**config.mk**
```make
export PLATFORM = sky130hd
export DESIGN_NAME = ascon_aead_sequencer
export DESIGN_NICKNAME = d
export VERILOG_FILES = /design/src/rtl/ascon_aead_sequencer.sv
export SDC_FILE = /design/constraint.sdc
export NUM_CORES = 1
export LEC_CHECK = 0
export ABC_AREA = 1
export BUFFER_PORTS_ARGS = -buffer_cell sky130_fd_sc_hd__buf_2
export CAP_MARGIN = 20
export CORE_MARGIN = 2
export CORE_UTILIZATION = 45
export DETAILED_ROUTE_END_ITERATION = 10
export GPL_TIMING_DRIVEN = 0
export PLACE_DENSITY = 0.77
export SLEW_MARGIN = 20
export SYNTH_ARGS = -nofsm -noshare
export SYNTH_HDL_FRONTEND = slang
export SYNTH_SLANG_ARGS = --single-unit
```
**constraint.sdc**
```tcl
create_clock -name clk -period 3.5 [get_ports clk]
set_input_delay 0.175 -clock clk [delete_from_list [all_inputs] [get_ports clk]]
set_output_delay 0.175 -clock clk [all_outputs]
set_load 0.01 [all_outputs]
```
**src/rtl/ascon_aead_sequencer.sv**
```systemverilog
// Ascon-128 AEAD encrypt phase sequencer: drives the permutation core and state-register commands.
// Latency: commands one cycle after the triggering edge; perm start two cycles after start/handshake.
// Backpressure: blk_ready only in AD/PT wait states; tag beats held until tag_ready; perm waits bounded by TIMEOUT.
//
// Ports:
//   clk, rst_n                         clock, synchronous active-low reset
//   start_i, ad_present_i              operation request (IDLE only) and AD flag
//   blk_valid_i, blk_last_i, blk_ready_o   host block handshake (AD and PT phases)
//   perm_start_o, perm_rounds_o, perm_done_i   permutation core control
//   load_iv_o, absorb_o, key_xor_init_o, dom_sep_o, key_xor_final_o   one-cycle datapath commands
//   tag_valid_o, tag_idx_o, tag_ready_i    tag beat handshake
//   busy_o, done_o, error_o            status
module ascon_aead_sequencer #(
  parameter int unsigned ROUNDS_A  = 12,
  parameter int unsigned ROUNDS_B  = 6,
  parameter int unsigned TIMEOUT   = 63,
  parameter int unsigned TAG_BEATS = 8
) (
  input  logic       clk,
  input  logic       rst_n,
  input  logic       start_i,
  input  logic       ad_present_i,
  input  logic       blk_valid_i,
  input  logic       blk_last_i,
  output logic       blk_ready_o,
  output logic       perm_start_o,
  output logic [3:0] perm_rounds_o,
  input  logic       perm_done_i,
  output logic       load_iv_o,
  output logic       absorb_o,
  output logic       key_xor_init_o,
  output logic       dom_sep_o,
  output logic       key_xor_final_o,
  output logic       tag_valid_o,
  output logic [2:0] tag_idx_o,
  input  logic       tag_ready_i,
  output logic       busy_o,
  output logic       done_o,
  output logic       error_o
);

  typedef enum logic [3:0] {
    S_IDLE,
    S_LOAD,
    S_INIT,
    S_KEYX,
    S_SEP,
    S_AD,
    S_ABS_A,
    S_AD_PERM,
    S_PT,
    S_ABS_P,
    S_PT_PERM,
    S_KEYF,
    S_FINAL,
    S_TAG
  } state_t;

  state_t     state;
  state_t     state_next;

  logic       ad_present;
  logic       last_blk;
  logic       perm_first;   // current cycle is the first cycle of a permutation state
  logic [5:0] wait_cnt;
  logic [2:0] tag_idx;
  logic       done_q;
  logic       error_q;

  logic       in_perm;
  logic       next_in_perm;
  logic       perm_exit;
  logic       perm_timeout;
  logic       blk_hs;
  logic       tag_last;

  // perm_done_i is only meaningful after the start cycle; a done that coincides
  // with the timeout point wins over the timeout.
  always_comb begin
    in_perm      = (state == S_INIT) || (state == S_AD_PERM) ||
                   (state == S_PT_PERM) || (state == S_FINAL);
    next_in_perm = (state_next == S_INIT) || (state_next == S_AD_PERM) ||
                   (state_next == S_PT_PERM) || (state_next == S_FINAL);
    perm_exit    = in_perm && !perm_first && perm_done_i;
    perm_timeout = in_perm && !perm_first && !perm_done_i &&
                   (wait_cnt == 6'(TIMEOUT));
    blk_hs       = blk_valid_i && ((state == S_AD) || (state == S_PT));
    tag_last     = (state == S_TAG) && tag_ready_i &&
                   (tag_idx == 3'(TAG_BEATS - 1));
  end

  always_ff @(posedge clk) begin
    if (!rst_n) begin
      state <= S_IDLE;
    end else begin
      state <= state_next;
    end
  end

  always_comb begin
    state_next      = state;
    blk_ready_o     = 1'b0;
    perm_start_o    = 1'b0;
    perm_rounds_o   = 4'd0;
    load_iv_o       = 1'b0;
    absorb_o        = 1'b0;
    key_xor_init_o  = 1'b0;
    dom_sep_o       = 1'b0;
    key_xor_final_o = 1'b0;
    tag_valid_o     = 1'b0;
    busy_o          = (state != S_IDLE);

    case (state)
      S_IDLE: begin
        if (start_i) state_next = S_LOAD;
      end
      S_LOAD: begin
        load_iv_o  = 1'b1;
        state_next = S_INIT;
      end
      S_INIT: begin
        perm_start_o  = perm_first;
        perm_rounds_o = 4'(ROUNDS_A);
        if (perm_exit)         state_next = S_KEYX;
        else if (perm_timeout) state_next = S_IDLE;
      end
      S_KEYX: begin
        key_xor_init_o = 1'b1;
        state_next     = ad_present ? S_AD : S_SEP;
      end
      S_SEP: begin
        dom_sep_o  = 1'b1;
        state_next = S_PT;
      end
      S_AD: begin
        blk_ready_o = 1'b1;
        if (blk_hs) state_next = S_ABS_A;
      end
      S_ABS_A: begin
        absorb_o   = 1'b1;
        state_next = S_AD_PERM;
      end
      S_AD_PERM: begin
        perm_start_o  = perm_first;
        perm_rounds_o = 4'(ROUNDS_B);
        if (perm_exit)         state_next = last_blk ? S_SEP : S_AD;
        else if (perm_timeout) state_next = S_IDLE;
      end
      S_PT: begin
        blk_ready_o = 1'b1;
        if (blk_hs) state_next = S_ABS_P;
      end
      S_ABS_P: begin
        absorb_o   = 1'b1;
        // The last PT block skips the per-block permutation and goes straight
        // to finalisation.
        state_next = last_blk ? S_KEYF : S_PT_PERM;
      end
      S_PT_PERM: begin
        perm_start_o  = perm_first;
        perm_rounds_o = 4'(ROUNDS_B);
        if (perm_exit)         state_next = S_PT;
        else if (perm_timeout) state_next = S_IDLE;
      end
      S_KEYF: begin
        key_xor_final_o = 1'b1;
        state_next      = S_FINAL;
      end
      S_FINAL: begin
        perm_start_o  = perm_first;
        perm_rounds_o = 4'(ROUNDS_A);
        if (perm_exit)         state_next = S_TAG;
        else if (perm_timeout) state_next = S_IDLE;
      end
      S_TAG: begin
        tag_valid_o = 1'b1;
        if (tag_last) state_next = S_IDLE;
      end
      default: begin
        state_next = S_IDLE;
      end
    endcase
  end

  always_ff @(posedge clk) begin
    if (!rst_n) begin
      ad_present <= 1'b0;
      last_blk   <= 1'b0;
      perm_first <= 1'b0;
      wait_cnt   <= 6'd0;
      tag_idx    <= 3'd0;
      done_q     <= 1'b0;
      error_q    <= 1'b0;
    end else begin
      done_q <= tag_last;

      if ((state == S_IDLE) && start_i) begin
        ad_present <= ad_present_i;
        error_q    <= 1'b0;
      end
      if (perm_timeout) error_q <= 1'b1;

      if (blk_hs) last_blk <= blk_last_i;

      // Permutation states are never entered from another permutation state,
      // so entry is simply "next is a perm state, current is not".
      perm_first <= next_in_perm && !in_perm;

      // Zero during the start cycle, then counts cycles spent waiting.
      if (!in_perm) begin
        wait_cnt <= 6'd0;
      end else if (wait_cnt != 6'h3f) begin
        wait_cnt <= wait_cnt + 6'd1;
      end

      if ((state == S_TAG) && tag_ready_i) begin
        tag_idx <= tag_last ? 3'd0 : (tag_idx + 3'd1);
      end
    end
  end

  assign tag_idx_o = tag_idx;
  assign done_o    = done_q;
  assign error_o   = error_q;

endmodule

```
Yosys cells after proc, flatten, opt, wreduce, memory -nomap -nowiden:

Index checks and enable logic that the tools add are counted.

* memories kept: 0
* register bits: 18
* bits of input ports: 8
* output and inout port bits: 18
* RAM bits: 0
* memory bits (read-only): 0
* latch bits: 0
* logic and storage cells: 83

* reduce and logical (&&, ||, !) cells: 28
* muxes and demuxes: 25
* magnitude comparators: 0
* multipliers: 0
* shift-type cells: 0
* add/sub/neg operators: 2
* divide/modulo/power cells: 0
* bitwise logic cells: 0
* equal/unequal tests: 20

Operators with widths (count)
* one-hot mux 4 bit (14 select lines): 1
* 2-to-1 mux 4 bit: 9
* equality test 4 bit (second input constant): 8
* equality test 4 x 3 -> 1 bit (second input constant): 5
* 2-to-1 mux 1 bit: 13
* equality test 4 x 2 -> 1 bit (second input constant): 3
* logical AND 1 bit: 9
* one-hot mux 4 bit (2 select lines): 1
* OR reduction 2 bit: 4
* logical OR 1 bit: 7
* adder 6 x 1 -> 6 bit (second input constant): 1
* equality test 6 bit (second input constant): 1
* inequality test 6 bit (second input constant): 1
* equality test 4 x 1 -> 1 bit (second input constant): 1
* zero test 4 bit: 1
* nonzero test 4 bit: 1
* OR reduction 4 bit: 1
* adder 3 x 1 -> 3 bit (second input constant): 1
* equality test 3 bit (second input constant): 1
* zero test 1 bit: 3
* 2-to-1 mux 3 bit: 1
* AND reduction 2 bit: 1
* nonzero test 2 bit: 1

Longest topological paths before layout:

Gate-level depths: netlist (run 1).

* depth in word-level cells: 15
* depth in mapped cells: 13

Worst setup path before layout (run 1):

OpenSTA, ideal clock, no wires.

* kind: flip-flop to flip-flop
* from: register wait_cnt[0]
* to: register perm_first
* buffers on the path: 0
* cell stages (with the launch flop): 13
* setup slack: 1955 ps
* required time: 3434 ps
* arrival time: 1479 ps
* cell sequence: dfxtp_1 ha_1 nand2_1 nor2_2 nand2_1 nand3b_2 nand2_1 nand2_1 nand2_1 nand2_1 nand2_1 nand2_1 a21oi_2

* longest elaborated chain between the ends: 10
* elaborated cells on any way between the ends: 16
* classes of those cells: 5 x eq/ne; 6 x mux; 5 x reduce/logical

RTL lines
* start, declared: RTL line 65 `logic [5:0] wait_cnt;`
* start signal, assigned: RTL line 213 `wait_cnt <= wait_cnt + 6'd1;`
* equality test 6 bit (*): RTL line 86 `(wait_cnt == 6'(TIMEOUT));`
* logical AND 1 bit (*): RTL line 85 `perm_timeout = in_perm && !perm_first && !perm_done_i &&`
* 2-to-1 mux 4 bit (*)
* 2-to-1 mux 4 bit (on tied branches)
* one-hot mux 4 bit (14 select lines) (*): RTL line 113 `case (state)`
* equality test 4 x 2 -> 1 bit / equality test 4 x 3 -> 1 bit (equally long branches): RTL line 82 `next_in_perm = (state_next == S_INIT) || (state_next == S_AD_PERM) ||`
* logical OR 1 bit (2 in a row): RTL line 82
* logical OR 1 bit (*): RTL line 83 `(state_next == S_PT_PERM) || (state_next == S_FINAL);`
* logical AND 1 bit (*): RTL line 207 `perm_first <= next_in_perm && !in_perm;`
* end signal, assigned: RTL line 207
* end, declared: RTL line 64 `logic perm_first;`

Every way passes the cells marked *; elsewhere a longest branch is shown, timed or not.
A chain may end at the register's enable or synchronous reset.

Worst setup path after layout (run 1):

Ends and elaborated chain as after synthesis.

==> impl_metrics.yaml, run 1 <==
status:
  outcome: "complete, no violations"
floorplan:
  fp.dieH_um: 53.6
  die-width_um: 53.6
  rows: 17
  io-pin-count: 26
  die_area_sq_um: 2870
  core_region_area_sq_um: 2280
  initial_utilization_pct: 48.7
pwr:
  powerDensity_nw_per_um2: 310
  comb_power_share_pct: 15.3
  switching_share_pct: 26.4
  totalPowerFinal_mw: 0.402
  ir_worst_vdd_uv: 197
  p_clk_share_pct: 31.1
  p_sw_mw: 0.106
  p_leak_nw: 0.694
  power_frac_seq_pct: 53.6
  p_int_mw: 0.296
synth:
  syn_area_sq_um: 1110
  synthMuxAreaShare_pct: 0
  synth_cell_types: 30
  synth_top_family_by_area: "simple AND/OR/NAND/NOR gates"
  synth_seq_cells: 18
  synth_ff_type: "dfxtp_1"
  synthAdderAreaFrac_pct: 3.39
  synth-xor-area-share_pct: 1.58
  synthSimpleGateAreaFrac_pct: 37.2
  synth_compound_area_share_pct: 14.8
  syn_inst: 168
  yosys_warnings: 0
  netlist_top_cells_count: "nand2_1, inv_1, dfxtp_1, nor2_1, a21oi_1"
  synthTopCellsByArea: "dfxtp_1, nand2_1, inv_1"
  synth_fp_nets: 179
  ys_seq_area_share_pct: 32.5
  synthArstFlopShare_pct: 0
  yosysTopAreaCellShare_pct: 32.5
  synth_top_area_cell: "dfxtp_1"
  synth-edff-count: 0
  synth.most_common_cell: "nand2_1"
  syn_area_per_cell_sq_um: 6.59
setup_path:
  crit_path_max_incr_delay_ns: 0.38
  endpoint_kind: "register"
  worst-endpoint-arrival_ns: 2.05
  required_ns: 3.73
  crit_path_cell_trace: "ha_1 -> nand2_1 -> nor2_2 -> nand2_1 -> nand3b_2 -> nand2_1 -> nand2_1 -> nand2_1 -> nand2_1 -> nand2_1 -> nand2_1 -> a21oi_2"
  critPathKind: "register to register"
  slowest_stage: "dfxtp_1"
  critPathLaunchType: "register"
  path_common_cell: "nand2_1"
  cp_max_fo: 4
timing:
  setup_violations: 0
  fmax_mhz: 550
  setup_ws_ns: 1.68
  finalMaxSlewViolations: 0
  hold_viol: 0
  grt_setup_unrepaired: "no"
  post-route-min-period_ns: 1.82
  skew_ns: 0.00163
  tns_ns: 0
  finalCritPeriodShare_pct: 52.0
  whs_ns: 0.110
finish:
  post-route-util_pct: 57.1
  finalNetCount: 208
  multi_input_area_sq_um: 634
  drive_gt1_share_pct: 24.0
  regArea_sq_um: 360
  insertedDiodeCount: 0
  finish.instance_area_sq_um: 1300
  fillers: 221
  fin_cells: 224
  syn_to_final_growth_pct: 17.3
clock_tree:
  cts-htree-levels: 1
  cts-root-buf: "clkbuf_4"
  cts.sinks: 18
  cts_buffers: 3
  clockBufferDepth: 2
  cts_resized: 0
  cts_setup_buffers: 0
  cts_tree: "done"
  clock_latency_ns: 0.28
  clk_pin_slew_ns: 0.10
  hold_buffers: 0
place:
  dp.cells: 220
  place_ws_ns: 1.71
  hpwl_mm: 2.07
  io_buffers: 24
  gp_routability_congestion: 0.973
  dpl-instance-area_sq_um: 1260
grt:
  grt_overflow_total: 0
  grt_pass1_vias: 1025
  grtUsageTotal_pct: 20.2
  grt_pass1_wl_mm: 4.20
  antenna_found_initial: 0
  grt_max_degree: 11
drt:
  firstDrtPassIters: 4
  drt-initial-drc-count: 28
  routed_wl_mm: 2.49
  viasPerCell: 5.07
  vias: 1135
  post-route-drc-count: 0
  postRouteAntennaNets: 0
  routedWlPerCell_um: 11.1
job:
  drv_cap: 0
hold_path:
  min_path_type: "input port to register"
==> flip-flops by register name, indices dropped and copies added, names as in the netlist <==
register and count:
last_blk 1, tag_idx_o 3, done_o 1, wait_cnt 6
state 4, ad_present 1, error_o 1, perm_first 1
==> final cells by class <==
type                    instances  share of cell area [%]
flip-flops and latches         18                    27.7
clock buffers                   4                    2.79
well taps                      28                    2.70
plain buffers                   1                   0.578
multi-input cells             121                    48.8
inverters                      28                    8.09
repair buffers                 24                    9.25
==> power groups by stage <==
stage,clock network [mW],registers [mW],logic [mW]
after global routing,0.138,0.216,0.0710
after detailed placement,0,0.220,0.0612
after global placement,0,0.220,0.0603
after CTS,0.130,0.215,0.0614
final,0.125,0.216,0.0617
after floorplan,0,0.219,0.0442
==> kinds of logic after synthesis <==
family	count (synthesis)
compound gates	27
fa+ha+maj	3
simple gates	88
other cells	1
flops	18
xor+xnor	2
buf+inv	29
==> per-layer routing <==
layer	global-route usage (%)	up-vias	wire, um
met3	2.78	2	128
li1	-	591	-
met2	35.4	35	1200
met5	0	-	0
met4	8.97	0	17
met1	24.4	507	1140
==> critical path: cells and delay by family (launching register included) <==
kind,cells,cell delay (ns)
compound gates,1,0.09
simple gates,10,1.08
flops,1,0.38
fa+ha+maj,1,0.19
==> layout by cell type (no fill, tap or decap), drive strengths merged <==
| cell type | count |
|---|---|
| nand2 | 50 |
| inv | 26 |
| buf | 25 |
| nor2 | 21 |
| dfxtp | 18 |
| a21oi | 13 |
| nand3 | 9 |
| o21ai | 7 |
| nor3 | 5 |
| clkbuf | 4 |
| ha | 3 |
| clkinv | 2 |
| a211oi | 2 |
| xor2 | 2 |
| nand3b | 1 |
| o211ai | 1 |
| o21a | 1 |
| nor3b | 1 |
| a21boi | 1 |
| nand4 | 1 |
| o221ai | 1 |
| o211a | 1 |
| conb | 1 |
==> path summary, 6_finish.rpt <==
path                             from                      end  slack [ns]  cells after the start
min                        blk_last_i    last_blk$_SDFFE_PN0P_        0.11                      3
max          wait_cnt[0]$_SDFFE_PN0P_    perm_first$_SDFF_PN0_        1.68                     12
max reg2reg  wait_cnt[0]$_SDFFE_PN0P_    perm_first$_SDFF_PN0_        1.68                     12
min reg2reg   ad_present$_SDFFE_PN0P_  ad_present$_SDFFE_PN0P_        0.47                      2
(Power assumes the default switching activity.)
==> run 2: changes to the inputs <==
- clock period: 3.5 -> 1.7 ns (I/O delays scaled with it)
==> impl_metrics.yaml, run 2 (synthesis results as in run 1) <==
status:
  outcome: "complete, no violations"
pwr:
  p_leak_nw: 0.714
  switching_share_pct: 27.0
  p_int_mw: 0.609
  p_clk_share_pct: 31.1
  comb_power_share_pct: 15.9
  powerDensity_nw_per_um2: 616
  totalPowerFinal_mw: 0.835
  power_frac_seq_pct: 52.9
  p_sw_mw: 0.226
  ir_worst_vdd_uv: 391
timing:
  finalCritPeriodShare_pct: 92.5
  whs_ns: 0.0194
  fmax_mhz: 636
  finalMaxSlewViolations: 0
  skew_ns: 0.00104
  hold_viol: 0
  post-route-min-period_ns: 1.57
  setup_violations: 0
grt:
  antenna_found_initial: 0
  grt_overflow_total: 0
  grt_max_degree: 11
  grtUsageTotal_pct: 20.2
  grt_pass1_wl_mm: 4.20
  grt_pass1_vias: 1025
finish:
  finish.instance_area_sq_um: 1360
  syn_to_final_growth_pct: 22.4
  largest_reg_flops: 6
  post-route-util_pct: 59.5
  top_register: "wait_cnt"
  layout_common_cells: "nand2_1, buf_2, inv_1, nor2_1, dfxtp_1"
  final_common_cell: "nand2_1"
  insertedDiodeCount: 0
  finalNetCount: 209
  fillers: 208
  fin_cells: 225
  drive_gt1_share_pct: 31.5
setup_path:
  timing.rr.end: "perm_first$_SDFF_PN0_"
  critPathKind: "register to register"
  worst-endpoint-arrival_ns: 1.81
  startpoint: "wait_cnt[0]$_SDFFE_PN0P_"
  worstSetupEndpoint: "perm_first$_SDFF_PN0_"
  required_ns: 1.93
  rr_worst_depth: 12
  rrSetupSlack_ns: 0.13
  worstReg2RegStart: "wait_cnt[0]$_SDFFE_PN0P_"
  critPathLaunchType: "register"
  cp_max_fo: 4
  endpoint_kind: "register"
job:
  drv_cap: 0
floorplan:
  die-width_um: 53.6
  rows: 17
  fp.dieH_um: 53.6
  core_region_area_sq_um: 2280
  die_area_sq_um: 2870
  initial_utilization_pct: 48.7
  io-pin-count: 26
place:
  hpwl_mm: 2.07
  gp_routability_congestion: 0.973
  dp.cells: 220
  dpl-instance-area_sq_um: 1260
  io_buffers: 24
clock_tree:
  cts_tree: "done"
  cts-root-buf: "clkbuf_4"
  cts.sinks: 18
  clk_pin_slew_ns: 0.10
  clock_latency_ns: 0.29
  cts-htree-levels: 1
  cts_buffers: 3
  clockBufferDepth: 2
hold_path:
  hold_depth: 3
  min_path_type: "input port to register"
drt:
  firstDrtPassIters: 5
  postRouteAntennaNets: 0
  viasPerCell: 5.11
  vias: 1150
  routed_wl_mm: 2.59
  post-route-drc-count: 0
  routedWlPerCell_um: 11.5
  drt-initial-drc-count: 31
-- run 2: cell types whose count changed in the layout (fill, tap and decap cells not counted), moves of 2 or more --
cell     previous run  this run
dfxtp_1            18        12
dfxtp_2             0         4
nand2_1            46        43
nand2_2             4         7
dfxtp_4             0         2
nor2_1             18        16
-- run 2: power by group through the flow --
stage	clock network, mW	registers [mW]	logic (mW)
6_report	0.260	0.442	0.133
5_1_grt	0.285	0.444	0.151
4_1_cts	0.267	0.444	0.127
3_5_place_dp	0	0.453	0.126
3_3_place_gp	0	0.453	0.124
2_1_floorplan	0	0.451	0.0911
-- run 2: layer usage --
metal / up-vias / routed length, um / track usage, %
met2: 40 / 1290 / 35.4
met3: 2 / 146 / 2.78
li1: 597 / - / -
met4: 0 / 17 / 8.97
met1: 511 / 1140 / 24.4
met5: - / 0 / 0
-- run 2: worst min-delay path by stage --
stage	from	end	slack [ns]
after floorplan	blk_last_i	last_blk$_SDFFE_PN0P_	0.21
after global placement	blk_last_i	last_blk$_SDFFE_PN0P_	0.32
after detailed placement	blk_last_i	last_blk$_SDFFE_PN0P_	0.33
after CTS	blk_last_i	last_blk$_SDFFE_PN0P_	0.01
after global routing	blk_last_i	last_blk$_SDFFE_PN0P_	0.02
final	blk_last_i	last_blk$_SDFFE_PN0P_	0.02
-- run 2: worst max-delay path, stage by stage, from the launching register on --
cell      delay, ns
dfxtp_2        0.36
ha_2           0.19
nand2_2        0.09
nor2_4         0.12
nand2_1        0.07
nand3b_4       0.18
nand2_1        0.07
nand2_1        0.05
nand2_1        0.09
nand2_1        0.07
nand2_1        0.07
nand2_1        0.06
a21oi_2        0.09
-- run 2: final cells by class --
type                       count  area [sq um]  share of cell area (%)
multi-input combinational    121           671                    49.5
sequential                    18           373                    27.5
timing repair buffer          25           128                    9.42
inverter                      28           105                    7.76
clock buffer                   4          36.3                    2.68
tap                           28          35.0                    2.59
buffer                         1          7.51                   0.554
-- run 2: through the flow --
stage / TNS [ns] / setup slack [ns]
after floorplan: 0 / 0.155
after global placement: -0.0132 / -0.0132
after detailed placement: -0.0876 / -0.0876
after CTS: 0 / 0.000143
after global routing: -0.0000293 / -0.0000293
final: 0 / 0.128
-- run 2: timing repair --
item	CTS	global route
resized for setup	3	15
hold buffers	0	0
pin swaps	1	2
setup buffers	0	1
endpoints found under the setup margin	1	1
